[config.mk]
export PLATFORM = sky130hd
export DESIGN_NAME = mac_feeder
export DESIGN_NICKNAME = d
export VERILOG_FILES = /design/src/rtl/mac_pkg.sv /design/src/rtl/mac_mul_pipe.sv /design/src/rtl/mac_feeder.sv
export SDC_FILE = /design/constraint.sdc
export NUM_CORES = 1
export LEC_CHECK = 0
export CELL_PAD_IN_SITES_DETAIL_PLACEMENT = 1
export CELL_PAD_IN_SITES_GLOBAL_PLACEMENT = 1
export CORE_MARGIN = 5
export CORE_UTILIZATION = 51
export CTS_BUF_LIST = sky130_fd_sc_hd__clkbuf_4
export DETAILED_ROUTE_END_ITERATION = 8
export DONT_BUFFER_PORTS = 1
export MAX_ROUTING_LAYER = met4
export PLACE_DENSITY = 0.89
export SLEW_MARGIN = 10
export SYNTH_ARGS = -nofsm -noshare
export SYNTH_HDL_FRONTEND = slang
export SYNTH_SLANG_ARGS = --single-unit
export TNS_END_PERCENT = 10
[constraint.sdc]
create_clock -name clk -period 6.15 [get_ports clk]
set_clock_uncertainty 0.2 [all_clocks]
set_input_delay 1.845 -clock clk [delete_from_list [all_inputs] [get_ports clk]]
set_output_delay 1.845 -clock clk [all_outputs]
set_load 0.005 [all_outputs]
[src/rtl/mac_pkg.sv]
//------------------------------------------------------------------------------
// mac_pkg : shared widths, operand/product types and feeder state encoding
// Rev 1.0 - initial release
//------------------------------------------------------------------------------
`default_nettype none

package mac_pkg;

  localparam int AW     = 8;
  localparam int BW     = 11;
  localparam int DATAW  = AW + BW;
  localparam int ACCUMW = 32;
  localparam int LENW   = 10;

  typedef logic signed [AW-1:0]    act_t;
  typedef logic signed [BW-1:0]    wgt_t;
  typedef logic signed [DATAW-1:0] prod_t;

  typedef enum logic [0:0] {
    IDLE = 1'b0,
    RUN  = 1'b1
  } feed_state_e;

endpackage

`default_nettype wire

[src/rtl/mac_mul_pipe.sv]
//------------------------------------------------------------------------------
// mac_mul_pipe : 2-stage full-precision signed multiply with valid/first/last
// Rev 1.0 - initial release
//------------------------------------------------------------------------------
`default_nettype none

module mac_mul_pipe #(
  parameter int AW    = 8,
  parameter int BW    = 11,
  parameter int DATAW = 19
) (
  input  logic                    clk,
  input  logic                    rst,
  input  logic                    in_valid,
  input  logic signed [AW-1:0]    a,
  input  logic signed [BW-1:0]    b,
  input  logic                    in_first,
  input  logic                    in_last,
  output logic                    s1_valid,
  output logic                    out_valid,
  output logic signed [DATAW-1:0] out_data,
  output logic                    out_first,
  output logic                    out_last
);

  import mac_pkg::*;

  logic signed [AW-1:0]    r_s1_a;
  logic signed [BW-1:0]    r_s1_b;
  logic                    r_s1_valid;
  logic                    r_s1_first;
  logic                    r_s1_last;
  logic                    r_s2_valid;
  logic signed [DATAW-1:0] r_s2_data;
  logic                    r_s2_first;
  logic                    r_s2_last;

  logic signed [DATAW-1:0] w_a_ext;
  logic signed [DATAW-1:0] w_b_ext;
  logic signed [DATAW-1:0] w_prod;

  // Extend both operands to the product width so the -min*-min corner is exact.
  assign w_a_ext = r_s1_a;
  assign w_b_ext = r_s1_b;
  assign w_prod  = w_a_ext * w_b_ext;

  always_ff @(posedge clk or negedge rst) begin
    if (!rst) begin
      r_s1_a     <= '0;
      r_s1_b     <= '0;
      r_s1_valid <= 1'b0;
      r_s1_first <= 1'b0;
      r_s1_last  <= 1'b0;
    end else begin
      if (in_valid) begin
        r_s1_a <= a;
        r_s1_b <= b;
      end
      r_s1_valid <= in_valid;
      r_s1_first <= in_valid & in_first;
      r_s1_last  <= in_valid & in_last;
    end
  end

  // Bubbles leave stage 2 as all-zero so downstream sees clean idle outputs.
  always_ff @(posedge clk or negedge rst) begin
    if (!rst) begin
      r_s2_valid <= 1'b0;
      r_s2_data  <= '0;
      r_s2_first <= 1'b0;
      r_s2_last  <= 1'b0;
    end else begin
      r_s2_valid <= r_s1_valid;
      r_s2_data  <= r_s1_valid ? w_prod : '0;
      r_s2_first <= r_s1_first;
      r_s2_last  <= r_s1_last;
    end
  end

  assign s1_valid  = r_s1_valid;
  assign out_valid = r_s2_valid;
  assign out_data  = r_s2_data;
  assign out_first = r_s2_first;
  assign out_last  = r_s2_last;

endmodule

`default_nettype wire

[src/rtl/mac_feeder.sv]
//------------------------------------------------------------------------------
// mac_feeder : operand-pair feeder for accum; vector FSM, tagging, multiply.
// Optional MAC_FEEDER_PERF_EN adds the stall_cnt output.
// Rev 1.0 - initial release
//------------------------------------------------------------------------------
`default_nettype none

module mac_feeder #(
  parameter int AW    = 8,
  parameter int BW    = 11,
  parameter int DATAW = 19,
  parameter int LENW  = 10
) (
  input  logic                    clk,
  input  logic                    rst,
  input  logic                    start,
  input  logic [LENW-1:0]         len,
  input  logic signed [AW-1:0]    a_data,
  input  logic signed [BW-1:0]    b_data,
  input  logic                    in_valid,
  output logic                    in_ready,
  output logic signed [DATAW-1:0] data,
  output logic                    ivalid,
  output logic                    first,
  output logic                    last,
  output logic                    busy,
  output logic                    len_err
`ifdef MAC_FEEDER_PERF_EN
  ,
  output logic [31:0]             stall_cnt
`endif
);

  import mac_pkg::*;

  if (DATAW != AW + BW) begin : g_width_chk
    $error("mac_feeder: DATAW must equal AW+BW");
  end

  feed_state_e     r_state;
  feed_state_e     w_next;
  logic [LENW-1:0] r_len_q;
  logic [LENW-1:0] r_count;
  logic            r_len_err;
  logic            w_in_ready;
  logic            w_accept;
  logic            w_start_ok;
  logic            w_first_tag;
  logic            w_last_tag;
  logic            w_s1_valid;

  assign w_accept    = w_in_ready & in_valid;
  assign w_start_ok  = (r_state == IDLE) & start & (len != '0);
  assign w_first_tag = (r_count == '0);
  assign w_last_tag  = (r_count == r_len_q - LENW'(1));

  always_ff @(posedge clk or negedge rst) begin
    if (!rst) r_state <= IDLE;
    else      r_state <= w_next;
  end

  always_comb begin
    w_next = r_state;
    unique case (r_state)
      IDLE:    if (w_start_ok) w_next = RUN;
      RUN:     if (w_accept && w_last_tag) w_next = IDLE;
      default: w_next = IDLE;
    endcase
  end

  always_comb begin
    w_in_ready = 1'b0;
    if (r_state == RUN) w_in_ready = 1'b1;
  end

  always_ff @(posedge clk or negedge rst) begin
    if (!rst) begin
      r_len_q   <= '0;
      r_count   <= '0;
      r_len_err <= 1'b0;
    end else begin
      r_len_err <= (r_state == IDLE) & start & (len == '0);
      if (w_start_ok) begin
        r_len_q <= len;
        r_count <= '0;
      end else if (w_accept) begin
        r_count <= w_last_tag ? '0 : r_count + LENW'(1);
      end
    end
  end

  mac_mul_pipe #(
    .AW    (AW),
    .BW    (BW),
    .DATAW (DATAW)
  ) u_mul_pipe (
    .clk       (clk),
    .rst       (rst),
    .in_valid  (w_accept),
    .a         (a_data),
    .b         (b_data),
    .in_first  (w_first_tag),
    .in_last   (w_last_tag),
    .s1_valid  (w_s1_valid),
    .out_valid (ivalid),
    .out_data  (data),
    .out_first (first),
    .out_last  (last)
  );

  assign in_ready = w_in_ready;
  assign len_err  = r_len_err;
  assign busy     = w_in_ready | w_s1_valid | ivalid;

`ifdef MAC_FEEDER_PERF_EN
  logic [31:0] r_stall_cnt;

  always_ff @(posedge clk or negedge rst) begin
    if (!rst)
      r_stall_cnt <= '0;
    else if (w_start_ok)
      r_stall_cnt <= '0;
    else if ((r_state == RUN) && !in_valid && (r_stall_cnt != '1))
      r_stall_cnt <= r_stall_cnt + 32'd1;
  end

  assign stall_cnt = r_stall_cnt;
`endif

endmodule

`default_nettype wire
==> results of run 1 <==
## layout by cell type, fill, tap and decap left out, types with 4 or more instances in the layout
cell / n
a21o_1: 5
a21oi_1: 12
and2_1: 53
and3_1: 6
clkbuf_4: 10
dfrtp_1: 66
fa_1: 73
ha_1: 38
inv_1: 110
nand2_1: 121
nand3_1: 12
nand4_1: 6
nor2_1: 42
nor2b_1: 6
nor3_1: 7
nor4_1: 4
o21a_1: 6
o21ai_0: 16
or3_1: 5
xnor2_1: 15
xor2_1: 10
## final cells by class
| type | instances | share of cell area |
|---|---|---|
| inverters | 110 | 0.0655 |
| flip-flops and latches | 66 | 0.262 |
| well taps | 147 | 0.0292 |
| multi-input cells | 477 | 0.622 |
| clock buffers | 10 | 0.0119 |
| clock inverters | 6 | 0.00913 |
## cell families (layout without fill, tap and decap cells)
kind of cell | after synthesis | after routing | share of synthesized area
adder cells (fa/ha/maj) | 111 | 111 | 0.318
XOR/XNOR | 25 | 25 | 0.0360
buffers and inverters | 137 | 126 | 0.0845
AO/OA/AOI/OAI | 60 | 60 | 0.0654
flip-flops | 66 | 66 | 0.271
multiplexers | 1 | 1 | 0.00164
AND/OR/NAND/NOR | 280 | 280 | 0.223
## cells in the mapped netlist, types with 2 or more instances
cell	count
nand3b_1	2
o21ai_0	16
xor2_1	10
a21oi_1	12
and4_1	2
or3_1	5
nor2b_1	6
nand4b_1	2
xnor2_1	15
inv_1	110
nand2_1	121
and2_1	53
nor3b_1	3
ha_1	38
clkbuf_1	26
nand4_1	6
fa_1	73
and3_1	6
o31a_1	2
nand3_1	12
o21a_1	6
o311ai_0	2
nor4_1	4
dfrtp_1	66
a21o_1	5
nor2_1	42
nand2b_1	3
nor3_1	7
or2_2	2
## state kept, by name, summed over array words and instances (netlist names)
signal,cells
u_mul_pipe.out_last,1
r_count,10
u_mul_pipe.r_s1_b,11
u_mul_pipe.out_valid,1
len_err,1
r_len_q,10
u_mul_pipe.out_first,1
u_mul_pipe.out_data,19
u_mul_pipe.r_s1_last,1
u_mul_pipe.s1_valid,1
r_state,1
u_mul_pipe.r_s1_first,1
u_mul_pipe.r_s1_a,8
## through the flow
stage,cells,hold WS [ps]
floorplan,680,131
CTS,816,168
global placement,800,157
global route,816,167
detailed placement,800,150
finish,816,171
## routing by layer
layer | GRT usage | up-vias | share of wire
li1 | - | 2086 | -
met1 | 0.293 | 2302 | 0.41
met2 | 0.406 | 109 | 0.51
met3 | 0.0689 | 34 | 0.051
met4 | 0.0840 | 0 | 0.030
met5 | - | - | 0
## worst reg2reg max path, stage by stage, from the launching register on
cell and delay [ps]:
dfrtp_1 620, nand2_1 140, fa_1 480, fa_1 540, inv_1 60, fa_1 540
inv_1 60, fa_1 540, inv_1 40, ha_1 340, a21o_1 190, a21oi_1 220
a21oi_1 150, o41ai_1 580, nand4_1 160, o311ai_0 130
## final timing paths
kind	start	endpoint	slack (ps)	depth (start not counted)
max reg2reg	u_mul_pipe.r_s1_a[5]	u_mul_pipe.out_data[17]	1050	15
min	u_mul_pipe.r_s1_last	u_mul_pipe.out_last	170	0
max in group asynchronous	rst	u_mul_pipe.out_data[18]	4760	0
min in group asynchronous	rst	r_len_q[7]	870	0
max	u_mul_pipe.r_s1_a[5]	u_mul_pipe.out_data[17]	1050	15
min reg2reg	u_mul_pipe.r_s1_last	u_mul_pipe.out_last	170	0
==> results_dict.tcl, run 1 <==
set metrics [dict create \
    status "finished clean" \
    final_core_util 0.531 \
    max_stage_delay_ps 620 \
    h-tree-depth 3 \
    ys_async_sr_fraction 1.00 \
    cts_resized 0 \
    ys.flop_type "dfrtp_1" \
    grt-ovfl-total 0 \
    gp_congestion 0.926 \
    dp_hpwl_um 12400 \
    cp_top_family "adder cells" \
    syn_area_per_cell_um2 8.95 \
    via_per_inst 5.55 \
    numCtsBuffers 9 \
    die_w_um 119 \
    drv_cap 0 \
    grt_pass1_wl_um 26500 \
    grt_pass1_vias 5285 \
    nNetsFinal 808 \
    critPathRequiredTime_ps 6300 \
    min_period_ps 5100 \
    wl_um 15700 \
    rsz0062_at_grt "false" \
    grt_usage 0.247 \
    syn_nets 824 \
    cts_root_buffer "clkbuf_4" \
    slew_viol_final 0 \
    crit_path_cell_trace "nand2_1 > fa_1 > fa_1 > inv_1 > fa_1 > inv_1 > fa_1 > inv_1 > ha_1 > a21o_1 > a21oi_1 > a21oi_1 > o41ai_1 > nand4_1 > o311ai_0" \
    crit_top_cell "fa_1" \
    n_fill_cell 1381 \
    cts_tree "built" \
    synthToLayoutAreaGrowth_pct 3.54 \
    numPortBuffers 0 \
    drtIter0Drc 343 \
    antenna_found_initial 0 \
    finalSetupTns_ps 0 \
    place_ws_ps 1060 \
    ys_types 52 \
    postPlaceCellArea_um2 6170 \
    drtPass1Iterations 4 \
    path_class "reg2reg" \
    worstPathMaxFanout 12 \
    drc 0 \
    synth-seq-area-share 0.271 \
    finalInstanceArea_um2 6300 \
    synth_area_um2 6090 \
    critPathCaptureType "register" \
    ios 58 \
    routedWlPerCell_um 19.2 \
    critical_path_arrival_ps 5240 \
    synth-warning-count 0 \
    slowest_stage "dfrtp_1" \
    timing.fmax_ghz 0.196 \
    clkLatencyLatePin_ps 460 \
    grt_start_max_net_pins 67 \
    ys_ff_latch 66 \
    tightest_slew_ps 1080 \
    path_clk_slew_ps 120 \
    rows 40 \
    synthCells 680 \
    synth_top_cells_by_area "dfrtp_1, fa_1, ha_1, nand2_1, inv_1" \
    yosysTopAreaCell "dfrtp_1" \
    post_cts_buffers 0 \
    synth_edf_count 0 \
    start_util 0.513 \
    worst-path-buf-inv 3 \
    vias 4531 \
    antenna_cells 0 \
    fin_crit_sh 0.829 \
    min_path_type "reg2reg" \
    die_h_um 119 \
    cp-start-kind "register" \
    core-area_um2 11900 \
    setup_ws_ps 1050 \
    multi_input_area_um2 3920 \
    clock-sinks 66 \
    maxSlewHeadroom 0.278 \
    clock_path_buffers 2 \
    drtAntennaViolNets 0 \
    register_area_um2 1650 \
    finalHoldViolations 0 \
    die_area_um2 14200 \
    setup_viol 0 \
    layout-drive-gt1-share 0.0299 \
    postCtsHoldBufs 0 \
    yosysTopAreaCellShare 0.271 \
]
Power of run 1 is left out: the tool's default activity adds up to more than one toggle a clock period on the data nets, which glitch-free logic cannot reach.
==> inputs of run 2 (changes only) <==
==> constraint.sdc (replaced) <==
create_clock -name clk -period 5.1 [get_ports clk]
set_clock_uncertainty 0.2 [all_clocks]
set_input_delay 1.53 -clock clk [delete_from_list [all_inputs] [get_ports clk]]
set_output_delay 1.53 -clock clk [all_outputs]
set_load 0.005 [all_outputs]
==> run 2 against run 1 <==
Cell count up 1.3%; first-iteration DRC count down 43%; maximum frequency up 4.5%; critical path depth unchanged; worst setup slack worse by 830 ps; register-to-register slack worse by 830 ps; sequential share of layout area down 0.29 points; routed wire length up 2.5%; sequential cell count unchanged; global-route usage up 0.44 points; largest cell class unchanged; highest routed layer unchanged.
==> results_dict.tcl, run 2 (same netlist as run 1, synthesis figures left out) <==
set metrics [dict create \
    status "finished clean" \
    drtPass1Iterations 4 \
    setup.worst_path.start "u_mul_pipe.r_s1_a[7]" \
    grt_usage 0.251 \
    setup_viol 0 \
    nNetsFinal 819 \
    drtAntennaViolNets 0 \
    n_fill_cell 1385 \
    clock-sinks 66 \
    cp_top_family "adder cells" \
    path_class "reg2reg" \
    critical_path_arrival_ps 5020 \
    holdCritStartpoint "u_mul_pipe.r_s1_last" \
    final_cell_mix "nand2_1, inv_1, fa_1" \
    start_util 0.513 \
    worstPathMaxFanout 6 \
    maxSlewHeadroom 0.616 \
    largest_reg_flops 19 \
    clkLatencyLatePin_ps 460 \
    wl_um 16100 \
    crit_path_cell_trace "clkinvlp_4 > buf_4 > nor2_1 > fa_1 > fa_1 > fa_1 > inv_1 > fa_1 > inv_1 > ha_1 > nand2_1 > o21ai_0 > o41ai_2 > buf_4 > o311ai_0" \
    worst-path-buf-inv 5 \
    layout-drive-gt1-share 0.0647 \
    r2r_slack_ps 220 \
    grt-ovfl-total 0 \
    reg2reg_depth 15 \
    min_path_type "reg2reg" \
    finalInstanceArea_um2 6410 \
    timing.fmax_ghz 0.205 \
    postCtsHoldBufs 0 \
    postPlaceCellArea_um2 6240 \
    slew_viol_final 0 \
    synthToLayoutAreaGrowth_pct 5.41 \
    drtIter0Drc 196 \
    layout_commonest_cell "nand2_1" \
    numCtsBuffers 9 \
    critPathRequiredTime_ps 5250 \
    path_clk_slew_ps 130 \
    cts_tree "built" \
    r2r_end "u_mul_pipe.out_data[17]" \
    tightest_slew_ps 575 \
    grt_pass1_wl_um 27300 \
    multi_input_area_um2 3930 \
    routedWlPerCell_um 19.4 \
    via_per_inst 5.60 \
    antenna_cells 0 \
    core-area_um2 11900 \
    crit_top_cell "fa_1" \
    gp_congestion 0.892 \
    dp_hpwl_um 12900 \
    grt_start_max_net_pins 67 \
    holdPathEnd "u_mul_pipe.out_last" \
    min_path_cells 0 \
    die_area_um2 14200 \
    clock_path_buffers 2 \
    die_h_um 119 \
    place_ws_ps 6.09 \
    slowest_stage "fa_1" \
    max_stage_delay_ps 550 \
    r2r-start "u_mul_pipe.r_s1_a[7]" \
    drc 0 \
    whs_ps 171 \
    critPathCaptureType "register" \
    cts_root_buffer "clkbuf_4" \
    fin_crit_sh 0.956 \
    ios 58 \
    setup_ws_ps 224 \
    die_w_um 119 \
    register_area_um2 1660 \
    min_period_ps 4880 \
    grt_pass1_vias 5379 \
    cp-start-kind "register" \
    finalHoldViolations 0 \
    h-tree-depth 3 \
    drv_cap 0 \
    numPortBuffers 0 \
    antenna_found_initial 0 \
    vias 4630 \
    rows 40 \
]
==> run 2: changes by cell type in the layout (fill, tap and decap cells not counted), moves of 2 or more <==
cell,previous run,this run
dfrtp_2,0,9
clkinvlp_4,2,4
dfrtp_1,66,57
buf_4,0,11
==> run 2: worst max-delay path by stage <==
stage	to	depth (start not counted)
2_1_floorplan	u_mul_pipe.out_data[17]	16
3_3_place_gp	u_mul_pipe.out_data[17]	16
3_5_place_dp	u_mul_pipe.out_data[17]	16
4_1_cts	u_mul_pipe.out_data[17]	16
5_1_grt	u_mul_pipe.out_data[17]	15
6_report	u_mul_pipe.out_data[17]	15
==> run 2: area by class of cell <==
cell class	instances	share of cell area
Multi-Input combinational cell	477	0.613
Sequential cell	66	0.259
Inverter	110	0.0650
Tap cell	147	0.0287
Timing Repair Buffer	11	0.0129
Clock inverter	7	0.0109
Clock buffer	9	0.0105
==> run 2: worst register-to-register path: stages, from the launching register on <==
cell        delay [ps]
dfrtp_2            470
clkinvlp_4         240
buf_4              230
nor2_1             140
fa_1               440
fa_1               470
fa_1               550
inv_1               60
fa_1               550
inv_1               40
ha_1               380
nand2_1             70
o21ai_0            310
o41ai_2            100
buf_4              150
o311ai_0           360
==> run 2: stage by stage <==
stage | util | TNS [ps] | std cells
global route | 0.541 | -25.5 | 827
floorplan | - | 0 | 680
detailed placement | 0.526 | 0 | 809
global placement | 0.526 | 0 | 809
finish | 0.541 | 0 | 827
CTS | 0.537 | 0 | 825
==> run 2: timing repair <==
| item | CTS | global route |
|---|---|---|
| endpoints found under the setup margin | 1 | 5 |
| endpoints found under the hold margin | 0 | 0 |
| resized for setup | 1 | 13 |
| pin swaps | 0 | 0 |
| setup buffers | 0 | 2 |
==> run 2: per-layer routing <==
layer  track usage  vias to the layer above  routed length, um
li1              -                     2104                  -
met1         0.297                     2389               6440
met2         0.434                      110               8470
met3        0.0551                       27                847
met4        0.0681                        0                296
met5             -                        -                  0
Power of run 2 is left out for the same reason.
